==> src/rtl/rom_fetch_ctrl.sv <==
// rom_fetch_ctrl: instruction-fetch sequencer for a synchronous-read program ROM.
// Streams sequential addresses into the ROM, tracks reads in flight, buffers the
// returned bytes (tagged with their address) in a small FIFO and hands them to
// the decoder over valid/ready. A redirect squashes everything older than itself.
module rom_fetch_ctrl #(
    parameter int ADDR_WIDTH   = 12,
    parameter int DATA_WIDTH   = 8,
    parameter int READ_LATENCY = 1,
    parameter int FIFO_DEPTH   = 4,
    parameter logic [ADDR_WIDTH-1:0] RESET_VECTOR = {ADDR_WIDTH{1'b0}}
) (
    input  logic                  CLK,
    input  logic                  RESET,
    input  logic                  en,
    input  logic                  redirect_valid,
    input  logic [ADDR_WIDTH-1:0] redirect_pc,
    output logic                  out_valid,
    input  logic                  out_ready,
    output logic [DATA_WIDTH-1:0] out_data,
    output logic [ADDR_WIDTH-1:0] out_pc,
    output logic                  busy,
    output logic [ADDR_WIDTH-1:0] rom_ad,
    output logic                  rom_ce,
    output logic                  rom_oce,
    output logic                  rom_reset,
    input  logic [DATA_WIDTH-1:0] rom_dout
);

    localparam int PTR_W = $clog2(FIFO_DEPTH);
    localparam int CNT_W = PTR_W + 1;
    localparam int SUM_W = CNT_W + 1;

    // Fetch pointer and last address driven to the ROM
    logic [ADDR_WIDTH-1:0] pc_q, pc_d;
    logic [ADDR_WIDTH-1:0] rom_ad_q, rom_ad_d;
    logic                  rom_oce_q;
    logic                  rom_reset_q;

    // In-flight tracker: stage i holds a read issued i+1 cycles ago
    logic [READ_LATENCY-1:0] stg_vld_q, stg_vld_d;
    logic [ADDR_WIDTH-1:0]   stg_pc_q [READ_LATENCY];
    logic [ADDR_WIDTH-1:0]   stg_pc_d [READ_LATENCY];

    // Byte FIFO storage and bookkeeping
    logic [DATA_WIDTH-1:0] mem_data_q [FIFO_DEPTH];
    logic [ADDR_WIDTH-1:0] mem_pc_q   [FIFO_DEPTH];
    logic [PTR_W-1:0]      wr_ptr_q, wr_ptr_d;
    logic [PTR_W-1:0]      rd_ptr_q, rd_ptr_d;
    logic [CNT_W-1:0]      count_q, count_d;

    logic [CNT_W-1:0] inflight_cnt_s;
    logic [SUM_W-1:0] credit_used_s;
    logic             issue_s;
    logic             push_s;
    logic             pop_s;
    logic             fifo_nempty_s;

    assign fifo_nempty_s = (count_q != {CNT_W{1'b0}});
    assign push_s        = stg_vld_q[READ_LATENCY-1];
    assign pop_s         = fifo_nempty_s & out_ready;

    // Issue decision: a new read only when every byte it could produce has a FIFO slot reserved
    always_comb begin
        inflight_cnt_s = {CNT_W{1'b0}};
        for (int i = 0; i < READ_LATENCY; i++) begin
            inflight_cnt_s = inflight_cnt_s + CNT_W'(stg_vld_q[i]);
        end
        credit_used_s = SUM_W'(inflight_cnt_s) + SUM_W'(count_q);
        issue_s = ~RESET & en & ~redirect_valid & (credit_used_s < SUM_W'(FIFO_DEPTH));
    end

    // Next fetch pointer, held ROM address and in-flight shift; a redirect kills all tracked reads
    always_comb begin
        pc_d      = pc_q;
        rom_ad_d  = rom_ad_q;
        stg_vld_d = stg_vld_q;
        stg_pc_d  = stg_pc_q;
        if (redirect_valid) begin
            pc_d      = redirect_pc;
            stg_vld_d = {READ_LATENCY{1'b0}};
        end else begin
            stg_vld_d[0] = issue_s;
            stg_pc_d[0]  = pc_q;
            for (int i = 1; i < READ_LATENCY; i++) begin
                stg_vld_d[i] = stg_vld_q[i-1];
                stg_pc_d[i]  = stg_pc_q[i-1];
            end
            if (issue_s) begin
                pc_d     = pc_q + ADDR_WIDTH'(1);
                rom_ad_d = pc_q;
            end else begin
                pc_d     = pc_q;
                rom_ad_d = rom_ad_q;
            end
        end
    end

    // FIFO pointer/occupancy update; a redirect empties the buffer (a same-cycle pop is simply absorbed)
    always_comb begin
        wr_ptr_d = wr_ptr_q;
        rd_ptr_d = rd_ptr_q;
        count_d  = count_q;
        if (redirect_valid) begin
            wr_ptr_d = {PTR_W{1'b0}};
            rd_ptr_d = {PTR_W{1'b0}};
            count_d  = {CNT_W{1'b0}};
        end else begin
            if (push_s) begin
                wr_ptr_d = wr_ptr_q + PTR_W'(1);
            end else begin
                wr_ptr_d = wr_ptr_q;
            end
            if (pop_s) begin
                rd_ptr_d = rd_ptr_q + PTR_W'(1);
            end else begin
                rd_ptr_d = rd_ptr_q;
            end
            case ({push_s, pop_s})
                2'b10:   count_d = count_q + CNT_W'(1);
                2'b01:   count_d = count_q - CNT_W'(1);
                default: count_d = count_q;
            endcase
        end
    end

    // Control state registers with synchronous reset
    always_ff @(posedge CLK) begin
        if (RESET) begin
            pc_q      <= RESET_VECTOR;
            rom_ad_q  <= {ADDR_WIDTH{1'b0}};
            stg_vld_q <= {READ_LATENCY{1'b0}};
            for (int i = 0; i < READ_LATENCY; i++) begin
                stg_pc_q[i] <= {ADDR_WIDTH{1'b0}};
            end
            wr_ptr_q  <= {PTR_W{1'b0}};
            rd_ptr_q  <= {PTR_W{1'b0}};
            count_q   <= {CNT_W{1'b0}};
            rom_oce_q <= 1'b0;
        end else begin
            pc_q      <= pc_d;
            rom_ad_q  <= rom_ad_d;
            stg_vld_q <= stg_vld_d;
            stg_pc_q  <= stg_pc_d;
            wr_ptr_q  <= wr_ptr_d;
            rd_ptr_q  <= rd_ptr_d;
            count_q   <= count_d;
            rom_oce_q <= (READ_LATENCY == 2) ? 1'b1 : 1'b0;
        end
    end

    // FIFO storage: capture the ROM byte with its address when the oldest tracked read matures
    always_ff @(posedge CLK) begin
        if (RESET) begin
            for (int i = 0; i < FIFO_DEPTH; i++) begin
                mem_data_q[i] <= {DATA_WIDTH{1'b0}};
                mem_pc_q[i]   <= {ADDR_WIDTH{1'b0}};
            end
        end else if (push_s && !redirect_valid) begin
            mem_data_q[wr_ptr_q] <= rom_dout;
            mem_pc_q[wr_ptr_q]   <= stg_pc_q[READ_LATENCY-1];
        end
    end

    // ROM output reset follows RESET one cycle later
    always_ff @(posedge CLK) begin
        rom_reset_q <= RESET;
    end

    assign rom_ce    = issue_s;
    assign rom_ad    = issue_s ? pc_q : rom_ad_q;
    assign rom_oce   = rom_oce_q;
    assign rom_reset = rom_reset_q;
    assign out_valid = fifo_nempty_s;
    assign out_data  = mem_data_q[rd_ptr_q];
    assign out_pc    = mem_pc_q[rd_ptr_q];
    assign busy      = (|stg_vld_q) | fifo_nempty_s;

endmodule
==> config.mk <==
export PLATFORM = sky130hd
export DESIGN_NAME = rom_fetch_ctrl
export DESIGN_NICKNAME = d
export VERILOG_FILES = /design/src/rtl/rom_fetch_ctrl.sv
export SDC_FILE = /design/constraint.sdc
export NUM_CORES = 1
export LEC_CHECK = 0
export CORE_MARGIN = 3
export CORE_UTILIZATION = 50
export DETAILED_ROUTE_END_ITERATION = 6
export PLACE_DENSITY_LB_ADDON = 0.25
export SYNTH_ARGS = -nofsm -noshare
export SYNTH_HDL_FRONTEND = slang
export SYNTH_SLANG_ARGS = --single-unit
==> constraint.sdc <==
create_clock -name CLK -period 3.4 [get_ports CLK]
set_input_delay 0.85 -clock CLK [delete_from_list [all_inputs] [get_ports CLK]]
set_output_delay 0.85 -clock CLK [all_outputs]
set_load 0.01 [all_outputs]
# Word-level counts from Yosys, hierarchy flattened
# Memories as Yosys holds them, arrays and structs flattened. A register that Yosys moved wholly into a read port is not among the register bits.
# Cells that the tools add are included.
# totals
regBits	45
ramBits	80
input_bits	25
output_inout_bits	37
word_cells	53
memories	2
# op_classes
add_sub_neg	6
n_lt_le_gt_ge	1
eq_ne	2
mux	19
bitwise_logic	7
reduce_logical	8
# mem_list
name	depth	width	read_ports	rd_ports_with_merged_regs	write_ports	line	source
mem_pc_q	4	12	1	1	4	46	logic [ADDR_WIDTH-1:0] mem_pc_q [FIFO_DEPTH];
mem_data_q	4	8	1	1	4	45	logic [DATA_WIDTH-1:0] mem_data_q [FIFO_DEPTH];
# op_table
operator	count
2-to-1 mux 12 bit	4
adder 12 x 1 -> 12 bit (second input constant)	1
2-to-1 mux 2 bit	6
OR reduction 12 bit	1
2-to-1 mux 8 bit	1
OR reduction 8 bit	1
2-to-1 mux 1 bit	7
one-hot mux 3 bit (2 select lines)	1
adder 1 x 3 -> 4 bit	1
adder 2 x 1 -> 2 bit (second input constant)	2
AND 1 bit	4
less-than comparator 4 x 3 -> 1 bit (second input constant)	1
nonzero test 2 bit	2
adder 3 x 1 -> 3 bit (second input constant)	1
nonzero test 3 bit	1
subtractor 3 x 1 -> 3 bit (second input constant)	1
== test 2 x 1 -> 1 bit (second input constant)	1
== test 2 bit (second input constant)	1
NOT 1 bit	2
OR reduction 2 bit	1
logical AND 1 bit	1
zero test 1 bit	1
bitwise OR 1 bit	1

# Logic depth before layout (Yosys ltp)
# logic_depth
ltp_word	7
depth_mapped	8
depth_no_buf	7

# Worst setup path after synthesis
# OpenSTA, ideal clock, no wires.
# synth_path
path_kind	in2out
start	input redirect_valid
end	output rom_ad[4]
arrival_time_ns	2.181
required_time_ns	2.550
slack_ns	0.369
cell_stages	7
n_path_buf	3
path_cell_list	buf_6 a311o_1 or2_1 buf_2 inv_2 buf_6 mux2_2
# synth_via
elab_chain_len	4
# synth_rtl
item	line	source
start: declaration	15	input logic redirect_valid,
NOT 1 bit	69	issue_s = ~RESET & en & ~redirect_valid & (credit_used_s < SUM_W'(FIFO_DEPTH));
AND 1 bit (2 in series)	69	
named net rom_ce	23	output logic rom_ce,
2-to-1 mux 12 bit	--	
end: declaration	22	output logic [ADDR_WIDTH-1:0] rom_ad,
# The timed path passes the listed nets, and every way through them passes these cells.

# Final worst setup path
# layout_path
start	input RESET
end	output rom_ad[7]
# layout_via
elab_chain_len	5
# layout_rtl
item	line	source
start: declaration	13	input logic RESET,
NOT 1 bit	69	
AND 1 bit (3 in series)	69	
2-to-1 mux 12 bit	--	
# No other way between the ends.

==> metrics.md <==
| Metric | Value |
|---|---|
| Status | `finished clean` |
| Minimum clock period after layout | `3.34 ns` |
| WL final | `11400 um` |
| Reg clk slew, reported paths | `0.06 ns` |
| Count of cell types in the netlist | `48` |
| Crit Path Max Fanout | `6` |
| # DRC | `0` |
| Area Growth Syn to Fin | `26.9%` |
| Number of synthesized flops with an enable pin | `80` |
| Crit path launch type | `input pin` |
| Logic gate share of total power | `5.5%` |
| Worst VDD drop | `roughly 0.34 mV` |
| Actual slew at the worst max-slew pin | `1.02 ns` |
| Largest cells by area after synthesis | `edfxtp_1 (44%), dfxtp_1 (17%), and2_1 (9.5%)` |
| Largest net degree at the start of global routing | `between 40 and 50` |
| Worst setup EP type | `output pin` |
| Post-Syn Area per Cell | `13.1 sq um` |
| Multi-input gate area | `1980 sq um` |
| Reg2Reg Depth | `7` |
| Final hold slack | `0.523 ns` |
| Routed Antenna Nets | `0` |
| Post-Syn Instances | `420` |
| Die Ht | `111 um` |
| Lkg Pwr | `2.67 nW` |
| Initial antenna violation count | `0` |
| IO Pins | `62` |
| Dpl cells | `607` |
| Drt first-iter violations | `~240` |
| Core Rows | `37` |
| Drt pass-1 iters | `6` |
| Worst clock skew | `0.00728 ns` |
| CP required | `2.55 ns` |
| Total clock sinks | `roughly 130` |
| Asr flop ratio synth | `0%` |
| Area share of the largest cell type after synthesis | `43.8%` |
| DR vias | `~3500` |
| Synth Net Count | `roughly 450` |
| Seq pwr share | `43.7%` |
| RePlAce Congestion | `0.753` |
| Total gr overflow | `0` |
| CTS tree | `done` |
| Fmax | `300 MHz` |
| Clock network fraction of total power | `approximately 50%` |
| P_sw | `0.800 mW` |
| Fin. Hold Viols | `0` |
| Post-Syn Area | `5490 sq um` |
| FF+latch area | `3340 sq um` |
| Fillers | `779` |
| Place WS | `-0.357 ns` |
| CTS Hold Bufs | `0` |
| Pwr Density | `about 570 nW/um^2` |
| Setup violators final | `0` |
| Most used DFF post-synth | `edfxtp_1` |
| WL per Instance | `between 15 and 20 um` |
| Die width | `111 um` |
| Final Max Tran Viols | `0` |
| RSZ-0062 raised after global routing | `no` |
| Crit Path Category | `input pin to output pin` |
| Hold Crit Depth | `2` |
| Post-synthesis sequential area ratio | `60.9%` |
| CTS root buffer | `clkbuf_8` |
| Commonest cells post-synth | `and2_1 (83), edfxtp_1 (80), dfxtp_1 (47)` |
| Worst skew pair latency | `0.51 ns` |
| First-pass GRT wire length | `18800 um` |
| Non-Filler Instances | `643` |
| Max clock buf depth | `2` |
| Final HPWL DP | `6830 um` |
| Slew margin rel. | `about a third` |
| GRT Total Usage | `slightly below 20%` |
| Switching Fraction | `between 20% and 30%` |
| Fin crit share | `between 90% and 100%` |
| Critical path arrival | `2.49 ns` |
| Flip-flop and latch count after synthesis | `between 100 and 150` |
| Post-layout worst setup margin | `about 0.064 ns` |
| Max-Cap Viols | `0` |
| CORE AREA | `10500 sq um` |
| Drt via density | `5.44` |
| Synth warnings | `0` |
| Nets | `~520` |
| Min-Delay Path Class | `flip-flop to flip-flop` |
| Die Footprint | `between 10000 and 15000 sq um` |
| P_int | `3.14 mW` |
| H-tree depth | `4` |
| Share of cells above drive strength 1 | `17.8%` |
| I/O Buffers | `60` |
| Top-count cell post-synth | `and2_1` |
| Starting density of the core | `52.2%` |
| Area leader, netlist | `edfxtp_1` |
| Vias in the first global route | `3681` |
| CTS Buf Count | `17` |
| Ant diodes | `0` |
## path summary, 6_finish.rpt
kind                    from  slack, ns    endpoint
setup / recovery       RESET       0.06   rom_ad[7]
setup reg to reg  count_q[0]       1.43  count_q[2]
hold reg to reg   count_q[2]       0.52  count_q[2]
hold / removal    count_q[2]       0.52  count_q[2]
## registers in the layout, summed over array words and instances (netlist names), 2 cells and up, named ones only
| signal | flops |
|---|---|
| wr_ptr_q | 2 |
| rom_ad_q | 12 |
| mem_data_q | 32 |
| rd_ptr_q | 2 |
| pc_q | 12 |
| stg_pc_q | 12 |
| count_q | 3 |
| mem_pc_q | 48 |
## routing by layer
layer	track usage [%]	part of all wire, %	vias to the layer above
li1	-	-	1665
met1	24.0	42	1692
met2	32.8	50	122
met3	5.73	6.7	18
met4	6.98	1.4	0
met5	0	0	-
## final cells by class
class	count	share of cell area [%]
inverters	13	0.701
repair buffers	81	11.0
multi-input cells	254	28.4
flip-flops and latches	127	48.0
clock inverters	14	3.41
clock buffers	18	6.00
well taps	136	2.44
## cells in the final DEF, fill, tap and decap left out, types with 4 or more instances in the layout
| cell type | count |
|---|---|
| edfxtp_1 | 80 |
| inv_1 | 12 |
| nor2b_1 | 10 |
| a21oi_1 | 11 |
| dlygate4sd2_1 | 12 |
| nor2_1 | 22 |
| clkbuf_16 | 16 |
| mux2_2 | 8 |
| o21ai_0 | 8 |
| nor3_1 | 5 |
| nand3_1 | 5 |
| mux2i_1 | 12 |
| or2_2 | 6 |
| bufinv_16 | 6 |
| o31a_1 | 4 |
| xor2_1 | 4 |
| nand2_1 | 9 |
| and2_1 | 83 |
| clkdlybuf4s50_1 | 45 |
| nand2b_1 | 4 |
| buf_4 | 17 |
| mux4_2 | 20 |
| dfxtp_1 | 47 |
## worst max-delay path: stages
cell           delay (ns)
dlygate4sd2_1        0.25
a311o_1              0.35
or2_1                0.25
inv_2                0.14
mux2_2               0.36
dlygate4sd2_1        0.28
## cells by family after synthesis
group           count (synthesis)  synth area share [%]
compound gates                 43                  5.18
other cells                     1                0.0683
flops                         127                  60.9
buf+inv                        39                  3.10
fa+ha+maj                       3                 0.821
mux                            40                  12.0
xor+xnor                        7                  1.12
simple gates                  160                  16.8
## metrics by stage
step	utilization, %	setup TNS (ns)	cell area (sq um)	total power [mW]
4_1_cts	66.3	0	6960	3.96
3_3_place_gp	59.9	-3.14	6300	1.96
6_report	66.3	0	6970	3.94
5_1_grt	66.3	0	6970	4.05
3_5_place_dp	59.9	-3.69	6300	1.97
2_1_floorplan	-	0	5490	1.86
## repair_timing
item                       in CTS  in global routing
gates resized for setup        27                  1
setup endpoints to repair      13                  3
buffers inserted                3                  1
pin swaps                       2                  2
## power by group through the flow
stage	Clock, mW	Sequential [mW]	Combinational [mW]
final	2.00	1.72	0.217
after global placement	0	1.75	0.214
after floorplan	0	1.74	0.116
after global routing	2.09	1.73	0.236
after detailed placement	0	1.75	0.218
after CTS	2.02	1.72	0.219
Power figures use the tool's default switching activity.
